<file path="config.mk">
export PLATFORM = sky130hd
export DESIGN_NAME = inst_fetch
export DESIGN_NICKNAME = d
export VERILOG_FILES = /design/src/rtl/inst_fetch.sv
export SDC_FILE = /design/constraint.sdc
export NUM_CORES = 1
export LEC_CHECK = 0
export BUFFER_PORTS_ARGS = -buffer_cell sky130_fd_sc_hd__buf_2
export CAP_MARGIN = 20
export CORE_ASPECT_RATIO = 1.25
export CORE_MARGIN = 2
export CORE_UTILIZATION = 48
export DETAILED_ROUTE_END_ITERATION = 10
export GPL_TIMING_DRIVEN = 0
export HOLD_SLACK_MARGIN = 0.12
export PLACE_DENSITY = 0.87
export SYNTH_ARGS = -nofsm -noshare
export SYNTH_HDL_FRONTEND = slang
export SYNTH_SLANG_ARGS = --single-unit
</file>
<file path="constraint.sdc">
create_clock -name clk -period 4 [get_ports clk]
set_input_delay 0.4 -clock clk [delete_from_list [all_inputs] [get_ports clk]]
set_output_delay 0.4 -clock clk [all_outputs]
set_load 0.02 [all_outputs]
</file>
<file path="src/rtl/inst_fetch.sv">
// Instruction fetch stage: PC register, IDLE/RUN enable FSM and the IF/ID pipeline register.
// Optional macro PC_ALIGN_CHECK_EN adds id_adel, which flags a misaligned fetch as an address error.
module inst_fetch #(
  parameter logic [31:0] RESET_PC = 32'h0000_0000
) (
  input  logic        clk,
  input  logic        rst,
  input  logic        stall,
  input  logic        flush,
  input  logic [31:0] new_pc,
  input  logic        branch_flag,
  input  logic [31:0] branch_target,
  output logic        rom_ce,
  output logic [31:0] rom_addr,
  input  logic [31:0] rom_inst,
  output logic [31:0] id_pc,
  output logic [31:0] id_inst,
`ifdef PC_ALIGN_CHECK_EN
  output logic        id_adel,
`endif
  output logic        id_valid
);

  typedef enum logic {
    IDLE = 1'b0,
    RUN  = 1'b1
  } state_t;

  state_t      state_q, state_d;
  logic [31:0] pc_q, pc_d;
  logic [31:0] id_pc_q, id_pc_d;
  logic [31:0] id_inst_q, id_inst_d;
  logic        id_valid_q, id_valid_d;
`ifdef PC_ALIGN_CHECK_EN
  logic        id_adel_q, id_adel_d;
`endif

  always_ff @(posedge clk or posedge rst) begin
    if (rst) begin
      state_q    <= IDLE;
      pc_q       <= RESET_PC;
      id_pc_q    <= 32'h0;
      id_inst_q  <= 32'h0;
      id_valid_q <= 1'b0;
`ifdef PC_ALIGN_CHECK_EN
      id_adel_q  <= 1'b0;
`endif
    end else begin
      state_q    <= state_d;
      pc_q       <= pc_d;
      id_pc_q    <= id_pc_d;
      id_inst_q  <= id_inst_d;
      id_valid_q <= id_valid_d;
`ifdef PC_ALIGN_CHECK_EN
      id_adel_q  <= id_adel_d;
`endif
    end
  end

  always_comb begin
    state_d    = state_q;
    pc_d       = pc_q;
    id_pc_d    = id_pc_q;
    id_inst_d  = id_inst_q;
    id_valid_d = id_valid_q;
`ifdef PC_ALIGN_CHECK_EN
    id_adel_d  = id_adel_q;
`endif
    case (state_q)
      IDLE: begin
        // The ID side stays zero while idle; only the PC may be redirected.
        state_d = RUN;
        if (flush) pc_d = new_pc;
      end
      RUN: begin
        if (flush) begin
          pc_d       = new_pc;
          id_inst_d  = 32'h0;
          id_valid_d = 1'b0;
`ifdef PC_ALIGN_CHECK_EN
          id_adel_d  = 1'b0;
`endif
        end else if (!stall) begin
          // The word at pc always goes to ID, even on a taken branch (delay slot).
          id_pc_d    = pc_q;
          id_inst_d  = rom_inst;
          id_valid_d = 1'b1;
`ifdef PC_ALIGN_CHECK_EN
          id_adel_d  = 1'b0;
          if (pc_q[1:0] != 2'b00) begin
            id_inst_d  = 32'h0;
            id_valid_d = 1'b0;
            id_adel_d  = 1'b1;
          end
`endif
          pc_d = branch_flag ? branch_target : (pc_q + 32'd4);
        end
      end
      default: state_d = IDLE;
    endcase
  end

  assign rom_ce   = (state_q == RUN);
  assign rom_addr = pc_q;
  assign id_pc    = id_pc_q;
  assign id_inst  = id_inst_q;
  assign id_valid = id_valid_q;
`ifdef PC_ALIGN_CHECK_EN
  assign id_adel  = id_adel_q;
`endif

endmodule

</file>
==> metrics.md <==
| Metric | Value |
|---|---|
| Slew Limit Fails | `0` |
| Share of layout cells above drive strength 1 | `30.7%` |
| Area leader, netlist | `dfrtp_1` |
| Register area share after synthesis | `roughly 51%` |
| Non-filler cells, final | `876` |
| Critical Path Sink Type | `flop` |
| Placed cell count | `between 800 and 900` |
| Post-CTS Resized | `0` |
| Max frequency | `440 MHz` |
| First-pass GRT wire length | `24,900 um` |
| Die width | `a little over 90 um` |
| Number of global-route vias before repair | `between 5k and 6k` |
| Clk sinks | `between 90 and 100` |
| Antenna viol nets, final | `0` |
| Max-slew headroom | `54.4%` |
| Max-Cap Viols | `0` |
| Final setup fails | `0` |
| PortBufs | `196` |
| CTS Buffer Depth | `2` |
| Worst setup SP type | `flop` |
| DR vias | `approximately 5.1k` |
| Mapped Area | `4790 um2` |
| Unique masters post-synth | `48` |
| Initial drt markers | `507` |
| Dpl cell area | `about 6000 um2` |
| Min Hold Slack | `between 200 and 300 ps` |
| Critical path type | `reg -> reg` |
| Clk_lat worst skew | `350 ps` |
| Total track usage | `between 20 and 30%` |
| Core ar. | `9660 um2` |
| Post CTS Setup Buffer Count | `0` |
| DIE AREA | `approximately 11,000 um2` |
| Design Power | `2.75 mW` |
| Number of synthesized flops with an enable pin | `0` |
| Ant. Diodes | `0` |
| Io pins | `a little under 200` |
| Setup Skew | `about 9.4 ps` |
| Die Span Y | `~120 um` |
| Internal power | `1.83 mW` |
| Syn Nets | `about 640` |
| Hold Violations, Final | `0` |
| P&R area growth vs syn | `31.1%` |
| Clk slew on worst S/H paths | `70 ps` |
| Via/cell ratio | `5.80` |
| Peak supply drop | `around 0.30 mV` |
| Switching part of the total | `33.4%` |
| Post-Synthesis Cells | `536` |
| Worst Path Required | `4240 ps` |
| Antenna violations before repair | `0` |
| Yosys reg bits | `98` |
| Setup TNS | `0 ps` |
| Final Critical Period | `between 2000 and 2500 ps` |
| Hold Crit Class | `in -> reg` |
| CTS tree | `yes` |
| Yosys warns | `0` |
| Dpl ws | `1630 ps` |
| Synth top area share | `roughly half` |
| Power share of the clock group | `32.8%` |
| Async SR Flop Fraction | `100%` |
| Final instance area | `6270 um2` |
| Cell row count | `40` |
| Leakage dissipation | `3.18 nW` |
| Post-layout util | `64.9%` |
| Wire per inst | `roughly 18 um` |
| RSZ-0062 raised after global routing | `no` |
| Worst EP arrival | `2510 ps` |
| Nets@finish | `847` |
| CP Max Fanout | `10` |
| CTS Buf Count | `9` |
| GP Congestion | `0.918` |
| Htree depth | `3` |
| Status | `finished clean` |
| Largest net degree at the start of global routing | `65` |
| Combinational Power Share | `23.0%` |
| Main area contributors after synthesis | `dfrtp_1, nand2_1, a22o_1` |
| Final worst slack | `1730 ps` |
| CTS root buffer | `clkbuf_16` |
| Gr ovfl total | `0` |
| Seq pwr share | `between 40% and 50%` |
| Top_reg_cell synth | `dfrtp_1` |
| Mapped Avg Cell Area | `between 8 and 9 um2` |
| Worst slew pin tran | `685 ps` |
| P per Cell Area | `438 nW/um2` |
| Final period utilization | `~57%` |
| Total wire length | `16,000 um` |
| Initial Util | `49.5%` |
| Pre-antenna DRT Iters | `5` |
| Filler instances | `830` |
| Remaining DRCs | `0` |
| P_sw | `918 uW` |
| Post-detail-place hpwl | `about 12,000 um` |
[timing repair]
item / CTS / global route
setup endpoints to repair: 0 / 0
endpoints found under the hold margin: 34 / 0
hold buffers: 1 / 0
[cells in the mapped netlist (2+ instances only)]
library cell	instances
o21ai_1	4
nor3b_1	2
a31o_2	2
xnor2_1	10
and2_1	3
nor2b_1	2
nand4_1	5
nor3_1	15
a221oi_1	2
and3_1	7
nor4_2	2
nor2_1	25
inv_1	10
nor4_1	7
nand2b_1	2
a22oi_1	2
a311oi_1	2
buf_2	3
a211oi_1	3
mux2i_1	2
o31ai_1	3
a21oi_1	52
nand3_1	15
or3_1	2
clkbuf_1	29
nand3_2	2
xor2_1	5
nand2_1	127
o21ai_0	33
and4_1	3
a31oi_1	5
buf_1	5
dfrtp_1	98
a22o_1	33
[layout by cell type (no fill, tap or decap), types with 3 or more instances in the layout]
| cell | count |
|---|---|
| o21ai_1 | 4 |
| xnor2_1 | 10 |
| clkbuf_1 | 29 |
| nor3_1 | 15 |
| dfrtp_1 | 98 |
| o21ai_0 | 33 |
| nand4_1 | 5 |
| inv_1 | 9 |
| nor2_1 | 25 |
| buf_2 | 199 |
| and2_1 | 3 |
| a21oi_1 | 52 |
| a22o_1 | 33 |
| o31ai_1 | 3 |
| buf_1 | 5 |
| nor4_1 | 7 |
| a31oi_1 | 5 |
| and4_1 | 3 |
| clkbuf_16 | 9 |
| nand2_1 | 127 |
| xor2_1 | 5 |
| nand3_1 | 15 |
| a211oi_1 | 3 |
| and3_1 | 7 |
[worst paths after layout]
check / start / depth (start not counted) / endpoint / slack, ps
worst min-delay path: new_pc[8] / 3 / rom_addr[8] / 260
worst min register to register: id_pc[5] / 2 / id_pc[5] / 470
worst max register to register: rom_addr[3] / 6 / rom_addr[10] / 1730
max in group asynchronous: rst / 4 / id_pc[5] / 2720
worst max-delay path: rom_addr[3] / 6 / rom_addr[10] / 1730
min in group asynchronous: rst / 3 / id_pc[9] / 610
[power groups by stage]
stage	combinational, mW	sequential, mW	clock [mW]
after floorplan	0.226	1.36	0
after global placement	0.610	1.23	0
after detailed placement	0.630	1.23	0
after CTS	0.631	1.21	0.909
after global routing	0.687	1.23	0.954
final	0.631	1.22	0.901
[worst max-delay path, cell delays in order, from the launching register on]
cell and delay, ps:
dfrtp_1 470, ha_1 260, nand4_1 420, nor2_1 540, and4_1 240, o21ai_0 70, and2_1 170
[final cells by class]
cell class	instances	area [um2]	share of cell area (%)
Inverter	10	40.0	0.638
Buffer	39	161	2.57
Clock inverter	7	83.8	1.34
Sequential cell	98	2450	39.1
Tap cell	126	158	2.51
Multi-Input combinational cell	389	2130	34.0
Clock buffer	9	225	3.59
Timing Repair Buffer	198	1020	16.2
[registers in the layout (all words and copies together) (netlist names)]
signal    flops
id_inst      32
rom_ce        1
id_valid      1
rom_addr     32
id_pc        32
[metal layers]
layer / share of wire (%) / GRT usage [%]
met5: 0 / 0
met4: 4.1 / 15.1
met3: 9.4 / 8.19
met2: 49 / 49.4
met1: 38 / 36.0
[cell families after synthesis]
| group | share of synthesized area (%) |
|---|---|
| AND/OR/NAND/NOR | 22.2 |
| AO/OA/AOI/OAI | 18.8 |
| flip-flops | 51.2 |
| buffers and inverters | 4.16 |
| XOR/XNOR | 2.74 |
| multiplexers | 0.418 |
| adder cells (fa/ha/maj) | 0.261 |
| other | 0.0784 |
Note: power is estimated with default switching activity, not from simulation.
